### src/rtl/sound_pkg.sv
// rtl/sound_pkg.sv - clip indices, clip address table and scheduler state encoding
package sound_pkg;

    localparam int SND_WIN    = 0;
    localparam int SND_DETECT = 1;
    localparam int SND_MOO    = 2;
    localparam int SND_CHEER  = 3;

    localparam int CLIP_ADDR_W = 18;

    typedef enum logic [2:0] {
        ST_IDLE,
        ST_LOAD,
        ST_FETCH,
        ST_CAPTURE,
        ST_WAIT
    } state_t;

    function automatic logic [CLIP_ADDR_W-1:0] clip_start(input logic [1:0] id);
        case (id)
            2'(SND_WIN):    clip_start = 18'd0;
            2'(SND_DETECT): clip_start = 18'd66983;
            2'(SND_MOO):    clip_start = 18'd16396;
            default:        clip_start = 18'd83255;
        endcase
    endfunction

    function automatic logic [CLIP_ADDR_W-1:0] clip_end(input logic [1:0] id);
        case (id)
            2'(SND_WIN):    clip_end = 18'd16395;
            2'(SND_DETECT): clip_end = 18'd83254;
            2'(SND_MOO):    clip_end = 18'd66982;
            default:        clip_end = 18'd137138;
        endcase
    endfunction

endpackage

### src/rtl/sound_req_arbiter.sv
// rtl/sound_req_arbiter.sv - latched sound requests with fixed lowest-index-wins priority
module sound_req_arbiter #(
    parameter int NUM_SRC = 4
) (
    input  logic               CLOCK_50,
    input  logic               reset,
    input  logic               audio_en,
    input  logic [NUM_SRC-1:0] req,
    input  logic               busy,
    input  logic [1:0]         active_id,
    input  logic               clr,
    input  logic [1:0]         clr_id,
    output logic [1:0]         winner,
    output logic               any_pending
);

    logic [NUM_SRC-1:0] pending;
    logic [NUM_SRC-1:0] set_mask;
    logic [NUM_SRC-1:0] clr_mask;

    // A request for the clip already playing must not queue a restart.
    always_comb begin
        set_mask = req;
        if (busy) set_mask[active_id] = 1'b0;
        clr_mask = '0;
        if (clr) clr_mask[clr_id] = 1'b1;
    end

    always_ff @(posedge CLOCK_50 or posedge reset) begin
        if (reset)
            pending <= '0;
        else if (!audio_en)
            pending <= '0;
        else
            pending <= (pending & ~clr_mask) | set_mask;
    end

    always_comb begin
        winner = '0;
        for (int i = NUM_SRC - 1; i >= 0; i--)
            if (pending[i]) winner = 2'(i);
    end

    assign any_pending = |pending;

endmodule

### src/rtl/sound_scheduler.sv
// rtl/sound_scheduler.sv - paced playback of prioritized sound clips from a shared ROM
module sound_scheduler
    import sound_pkg::*;
#(
    parameter int ADDR_W   = 18,
    parameter int SAMPLE_W = 6,
    parameter int DIV      = 1200,
    parameter int NUM_SRC  = 4
) (
    input  logic                CLOCK_50,
    input  logic                reset,
    input  logic                audio_en,
    input  logic [NUM_SRC-1:0]  req,
    output logic [ADDR_W-1:0]   rom_addr,
    input  logic [SAMPLE_W-1:0] rom_q,
    input  logic                audio_out_allowed,
    output logic [31:0]         left_channel_audio_out,
    output logic [31:0]         right_channel_audio_out,
    output logic                write_audio_out,
    output logic                busy,
    output logic [1:0]          active_id,
    output logic                clip_done
);

    localparam int PACE_W = (DIV > 1) ? $clog2(DIV) : 1;
    localparam logic [PACE_W-1:0] PACE_TOP = PACE_W'(DIV - 1);

    state_t              state_q, state_d;
    logic [ADDR_W-1:0]   end_addr;
    logic [SAMPLE_W-1:0] sample_reg;
    logic [PACE_W-1:0]   pace_cnt;
    logic [1:0]          winner;
    logic                any_pending;
    logic                load;
    logic                do_write;
    logic                last_sample;

    sound_req_arbiter #(.NUM_SRC(NUM_SRC)) u_arb (
        .CLOCK_50    (CLOCK_50),
        .reset       (reset),
        .audio_en    (audio_en),
        .req         (req),
        .busy        (busy),
        .active_id   (active_id),
        .clr         (load),
        .clr_id      (winner),
        .winner      (winner),
        .any_pending (any_pending)
    );

    assign load        = (state_q == ST_LOAD) && audio_en;
    assign last_sample = (rom_addr == end_addr);

    always_ff @(posedge CLOCK_50 or posedge reset) begin
        if (reset) state_q <= ST_IDLE;
        else       state_q <= state_d;
    end

    // Preemption is checked before the write so a held sample is dropped, never emitted.
    always_comb begin
        state_d  = state_q;
        do_write = 1'b0;
        case (state_q)
            ST_IDLE:    if (any_pending) state_d = ST_LOAD;
            ST_LOAD:    state_d = ST_FETCH;
            ST_FETCH:   state_d = ST_CAPTURE;
            ST_CAPTURE: state_d = ST_WAIT;
            ST_WAIT: begin
                if (any_pending && (winner < active_id)) begin
                    state_d = ST_LOAD;
                end else if ((pace_cnt == PACE_TOP) && audio_out_allowed) begin
                    do_write = 1'b1;
                    state_d  = last_sample ? ST_IDLE : ST_FETCH;
                end
            end
            default:    state_d = ST_IDLE;
        endcase
        if (!audio_en) begin
            state_d  = ST_IDLE;
            do_write = 1'b0;
        end
    end

    always_ff @(posedge CLOCK_50 or posedge reset) begin
        if (reset) begin
            rom_addr               <= '0;
            end_addr               <= '0;
            active_id              <= '0;
            busy                   <= 1'b0;
            sample_reg             <= '0;
            pace_cnt               <= '0;
            left_channel_audio_out <= '0;
            write_audio_out        <= 1'b0;
            clip_done              <= 1'b0;
        end else begin
            write_audio_out <= do_write;
            clip_done       <= do_write && last_sample;
            if (!audio_en) begin
                busy <= 1'b0;
            end else if (load) begin
                active_id <= winner;
                rom_addr  <= ADDR_W'(clip_start(winner));
                end_addr  <= ADDR_W'(clip_end(winner));
                busy      <= 1'b1;
                pace_cnt  <= '0;
            end else begin
                if (state_q == ST_CAPTURE) sample_reg <= rom_q;
                if (do_write) begin
                    left_channel_audio_out <= {sample_reg, {(32 - SAMPLE_W){1'b0}}};
                    pace_cnt               <= '0;
                    if (last_sample) busy <= 1'b0;
                    else             rom_addr <= rom_addr + 1'b1;
                end else if (busy && (pace_cnt != PACE_TOP)) begin
                    pace_cnt <= pace_cnt + 1'b1;
                end
            end
        end
    end

    assign right_channel_audio_out = 32'd0;

endmodule

### config.mk
export PLATFORM = sky130hd
export DESIGN_NAME = sound_scheduler
export DESIGN_NICKNAME = d
export VERILOG_FILES = /design/src/rtl/sound_pkg.sv /design/src/rtl/sound_req_arbiter.sv /design/src/rtl/sound_scheduler.sv
export SDC_FILE = /design/constraint.sdc
export NUM_CORES = 1
export LEC_CHECK = 0
export ABC_AREA = 1
export CAP_MARGIN = 20
export CORE_ASPECT_RATIO = 2
export CORE_MARGIN = 2
export CORE_UTILIZATION = 24
export CTS_CLUSTER_SIZE = 16
export DETAILED_ROUTE_END_ITERATION = 12
export PLACE_DENSITY = 0.51
export SLEW_MARGIN = 30
export SYNTH_ARGS = -nofsm -noshare
export SYNTH_HDL_FRONTEND = slang
export SYNTH_SLANG_ARGS = --single-unit
### constraint.sdc
create_clock -name CLOCK_50 -period 3.9 [get_ports CLOCK_50]
set_clock_uncertainty 0.05 [all_clocks]
set_input_delay 0.39 -clock CLOCK_50 [delete_from_list [all_inputs] [get_ports CLOCK_50]]
set_output_delay 0.39 -clock CLOCK_50 [all_outputs]
set_load 0.01 [all_outputs]
==> impl_metrics.json, run 1 <==
{
  "finalNetCount": 603,
  "status": "complete, no violations",
  "crit_chain": "nor3_1 > ha_1 > a31oi_1 > nand2_2 > nand3_2 > nand2_4 > nand2_8 > nand2_1 > nand2_1",
  "critPathCaptureType": "flip-flop",
  "reg2reg_depth": 9,
  "drt-initial-drc-count": 134,
  "hold_buffers": 0,
  "timing_hold_violations_final": 0,
  "coreArea_sq_mm": 0.01627,
  "slowest_stage": "nor3_1",
  "cts_setup_buffers": 0,
  "max-slew-margin-rel_pct": 52.64,
  "power_mw": 2.712,
  "cts_tree": "built",
  "synth_compound_area_share_pct": 5.382,
  "whs_ps": 325.5,
  "cp_max_fo": 29,
  "mostFrequentLayoutCell": "nand2_1",
  "p_leak_nw": 2.241,
  "pre_cts_slack_ps": 1340,
  "fill_cells": 1755,
  "synthToLayoutAreaGrowth_pct": 17.06,
  "reg_top3": "rom_addr: 18 flops, pace_cnt: 11 flops, end_addr: 7 flops",
  "worst_slack_ps": 1452,
  "grt_pass1_wl_um": 17220,
  "grt.total_usage_pct": 13.08,
  "dp.cells": 773,
  "drt-total-wl_um": 10980,
  "grt.busiest_layer": "met2",
  "cts_max_level": 3,
  "detail_route.wl_per_cell_um": 13.91,
  "use_met1_pct": 12.14,
  "yosysWarningCount": 0,
  "cap_violations": 0,
  "rows": 66,
  "die_y_um": 186.0,
  "place_area_sq_mm": 0.004353,
  "drt-pass1-iter-count": 4,
  "antenna_found_initial": 0,
  "stdcell_count": 789,
  "crit_buf_inv": 0,
  "synthCells": 537,
  "yosys_register_bits": 60,
  "cts_sinks": 60,
  "use_met3_pct": 2.227,
  "max_stage_delay_ps": 600,
  "critical_path_required_ps": 4070,
  "num_io_pins": 101,
  "clk_pin_slew_worst_paths_ps": 60,
  "synthAdderAreaFrac_pct": 2.833,
  "die_area_sq_mm": 0.01767,
  "syn_area_per_cell_sq_um": 7.402,
  "cts_max_path_buffers": 2,
  "port_buffers": 42,
  "fin_crit_sh_pct": 62.77,
  "vias": 3345,
  "synth_area_sq_mm": 0.003975,
  "ant_nets": 0,
  "numCtsBuffers": 9,
  "regMostFlops": "rom_addr",
  "final_cell_mix": "nand2_1 (159), dfrtp_1 (60), conb_1 (58)",
  "critPathTopFamily": "simple AND/OR/NAND/NOR gates",
  "synth-seq-area-share_pct": 37.77,
  "hold_class": "in2async",
  "synth_cell_types": 35,
  "grt_max_degree": 42,
  "max_freq_ghz": 0.4085,
  "rsz0062_at_grt": "false",
  "remaining_drc_errors": 0,
  "largest_reg_flops": 18,
  "utilization_pct": 28.60,
  "antenna_cells": 0,
  "die_x_um": 95,
  "worst_pin_slew_ps": 705.0,
  "fin_crit_ps": 2448,
  "vdd_drop_max_mv": 0.2004,
  "start_kind": "flip-flop",
  "synthXorXnorAreaFrac_pct": 2.864,
  "clock_latency_ps": 330,
  "synth-simple-area-share_pct": 31.00,
  "grt_pass1_vias": 3282,
  "synth_top_family_by_area": "simple AND/OR/NAND/NOR gates",
  "drive_gt1_share_pct": 8.376,
  "synth.area.mux_share_pct": 1.700,
  "finalSetupViolations": 0,
  "drv_slew": 0,
  "setup-tns-final_ps": 0,
  "overflow": 0,
  "viasPerCell": 4.240,
  "hpwl_um": 8627,
  "start_util_pct": 24.43,
  "cts-root-buf": "clkbuf_16",
  "gp_routability_congestion": 0.8415,
  "grt_util_met2_pct": 25.90,
  "cts-resized-gates": 0,
  "crit_cells": 9,
  "crit_arrival_ps": 2620,
  "p_per_area_mw_per_mm2": 582.7,
  "stdcell_area_sq_mm": 0.004653,
  "crit_top_cell": "nand2_1",
  "crit_type": "reg2reg"
}
[where the power goes]
group          internal (mW)  switching [mW]  total (mW)  leakage (nW)
Sequential             0.781           0.229        1.01         0.794
Combinational          0.363           0.538       0.901          1.30
Clock                  0.497           0.303       0.800         0.150
Total                   1.64            1.07        2.71          2.24
[cells by family after synthesis]
kind of cell    count (synthesis)
flops                          60
other cells                     1
buf+inv                       123
fa+ha+maj                       9
simple gates                  285
compound gates                 40
mux                             6
xor+xnor                       13
[synthesized netlist by cell type]
library cell / instances / area share, %
nor2_1: 55 / 5.2
or2_2: 2 / 0.31
o22ai_1: 1 / 0.16
a31oi_1: 2 / 0.31
nand2_1: 159 / 15
o21ai_0: 27 / 3.4
a21o_1: 1 / 0.19
inv_1: 46 / 4.3
xor2_1: 11 / 2.4
a21oi_1: 6 / 0.76
clkinv_1: 1 / 0.094
o21bai_1: 1 / 0.19
ha_1: 9 / 2.8
conb_1: 1 / 0.094
nor3_1: 8 / 1.0
nand3b_1: 1 / 0.19
inv_2: 7 / 0.66
buf_8: 1 / 0.38
buf_4: 62 / 12
nand2_2: 3 / 0.47
nand3_2: 1 / 0.25
mux2_2: 6 / 1.7
nor3_2: 1 / 0.25
xnor2_1: 2 / 0.44
nand2_8: 1 / 0.50
buf_2: 1 / 0.13
o31ai_1: 2 / 0.38
nor2_4: 2 / 0.57
dfrtp_1: 60 / 38
buf_6: 3 / 0.85
nand2_4: 2 / 0.57
clkbuf_1: 2 / 0.19
nor2_2: 5 / 0.79
nand3_1: 38 / 4.8
nand4_1: 7 / 1.1
[metal layers]
layer | part of all wire, % | up-vias
li1 | - | 1656
met1 | 34 | 1548
met2 | 58 | 119
met3 | 4.0 | 22
met4 | 4.2 | 0
met5 | 0 | -
[area by class of cell]
class	count	area [sq um]	area share, %
inverters	54	202.7	4.356
multi-input cells	411	1958	42.08
clock buffers	9	225.2	4.840
well taps	204	255.2	5.485
clock inverters	7	75.07	1.613
flip-flops and latches	60	1501	32.27
repair buffers	44	435.4	9.357
[worst paths after layout]
| path | from | end | slack (ps) |
|---|---|---|---|
| min | reset | left_channel_audio_out[29] | 330 |
| min in group CLOCK_50 | sample_reg[0] | left_channel_audio_out[26] | 420 |
| min reg2reg | sample_reg[0] | left_channel_audio_out[26] | 420 |
| max reg2reg | u_arb.pending[1] | rom_addr[5] | 1450 |
| max in group asynchronous | reset | u_arb.pending[0] | 2550 |
| max | u_arb.pending[1] | rom_addr[5] | 1450 |
No activity file was read; power rests on OpenSTA's default activity.
==> inputs of run 2 (changes only) <==
- clock period: 3.9 -> 2.57 ns (I/O delays scaled with it)
==> impl_metrics.json, run 2 (synthesis gave the netlist of run 1 again) <==
{
  "max_freq_ghz": 0.4630,
  "remaining_drc_errors": 0,
  "cts_max_path_buffers": 2,
  "fin_crit_sh_pct": 84.05,
  "finalSetupViolations": 0,
  "clock_latency_ps": 340,
  "start_kind": "flip-flop",
  "clk_pin_slew_worst_paths_ps": 60,
  "fill_cells": 1768,
  "mostFrequentLayoutCell": "nand2_1",
  "synthToLayoutAreaGrowth_pct": 19.36,
  "setup-tns-final_ps": 0,
  "grt_max_degree": 43,
  "coreArea_sq_mm": 0.01627,
  "vdd_drop_max_mv": 0.3161,
  "m1WireLength_um": 3673,
  "hold_buffers": 0,
  "cts_max_level": 3,
  "drive_gt1_share_pct": 8.998,
  "drv_slew": 0,
  "drt-total-wl_um": 10710,
  "regMostFlops": "rom_addr",
  "grt_pass1_wl_um": 16720,
  "die_area_sq_mm": 0.01767,
  "reg_top3": "rom_addr: 18 flops, pace_cnt: 11 flops, end_addr: 7 flops",
  "overflow": 0,
  "dr_wl_met2_um": 6261,
  "final_cell_mix": "nand2_1 (159), dfrtp_1 (60), conb_1 (58)",
  "drt-pass1-iter-count": 4,
  "detail_route.wl_per_cell_um": 13.51,
  "wl_met3_um": 440,
  "vias": 3380,
  "power_mw": 4.308,
  "largest_reg_flops": 18,
  "cp_max_fo": 29,
  "timing_hold_violations_final": 0,
  "antenna_cells": 0,
  "status": "complete, no violations",
  "drt-initial-drc-count": 131,
  "cts-root-buf": "clkbuf_16",
  "rsz0062_at_grt": "false",
  "hold_class": "in2async",
  "regArea_sq_mm": 0.001501,
  "antenna_found_initial": 0,
  "port_buffers": 42,
  "critical_path_required_ps": 2750,
  "num_io_pins": 101,
  "cts_setup_buffers": 0,
  "multi_input_area_sq_mm": 0.001958,
  "critPathCaptureType": "flip-flop",
  "rows": 66,
  "cts_sinks": 60,
  "gp_routability_congestion": 0.8440,
  "cts-resized-gates": 0,
  "cts_tree": "built",
  "ant_nets": 0,
  "cap_violations": 0,
  "start_util_pct": 24.43,
  "p_per_area_mw_per_mm2": 908.1,
  "fin_crit_ps": 2160,
  "crit_arrival_ps": 2340,
  "die_x_um": 95,
  "die_y_um": 186.0,
  "p_leak_nw": 2.282,
  "grt.total_usage_pct": 12.69,
  "grt_pass1_vias": 3268,
  "finalNetCount": 607,
  "viasPerCell": 4.262,
  "hpwl_um": 8234,
  "top_layer": "met4",
  "crit_type": "reg2reg",
  "numCtsBuffers": 9
}
run 2: cell count changes in the layout (fill, tap and decap cells not counted):
cell,delta
clkinv_4,-1
bufinv_16,+2
clkinvlp_4,+1
buf_12,+1
clkinv_2,-2
buf_4,+3
run 2: final cells by class:
cell class	count	share of cell area, %
well taps	204	5.380
clock buffers	9	4.747
repair buffers	48	10.07
multi-input cells	411	41.27
inverters	54	4.272
flip-flops and latches	60	31.65
clock inverters	7	2.611
run 2: report_power, final:
group          internal (mW)  switching [mW]  total, mW
registers               1.19           0.306       1.49
clock network          0.953           0.478       1.43
logic                  0.571           0.814       1.39
total                   2.71            1.60       4.31
run 2: routing by layer:
layer	up-vias	track usage [%]
li1	1669	-
met5	-	0
met2	101	25.42
met1	1591	11.58
met3	19	2.955
met4	0	5.565
run 2: path summary, 6_finish.rpt:
kind	cells past startpoint	to	startpoint	slack [ps]
worst max register to register	10	rom_addr[16]	pace_cnt[0]	410
min in group CLOCK_50	2	left_channel_audio_out[26]	sample_reg[0]	410
worst min-delay path	2	clip_done	reset	190
worst min register to register	2	left_channel_audio_out[26]	sample_reg[0]	410
worst max-delay path	10	rom_addr[16]	pace_cnt[0]	410
max in group asynchronous	3	u_arb.pending[0]	reset	1680
run 2: worst max-delay path, cell delays in order, from the launching register on:
cell and delay [ps]:
dfrtp_1 380, ha_1 180, nand2_1 90, nor2_2 150
nand4_1 190, nor2_1 220, nand3_2 120, nand2_4 330
nand2_8 180, nand2_1 100, nand2_1 50
run 2: per-stage QoR:
stage          hold slack [ps]  area [sq um]  utilization, %  instances  worst slack [ps]
2_1_floorplan            353.7          4189               -        594             569.4
3_3_place_gp             400.9          4395           27.02        777             361.3
3_5_place_dp             403.2          4395           27.02        777             362.5
4_1_cts                  212.7          4745           29.16        793             348.1
5_1_grt                  239.4          4745           29.16        793             219.1
6_report                 193.3          4745           29.16        793             410.0
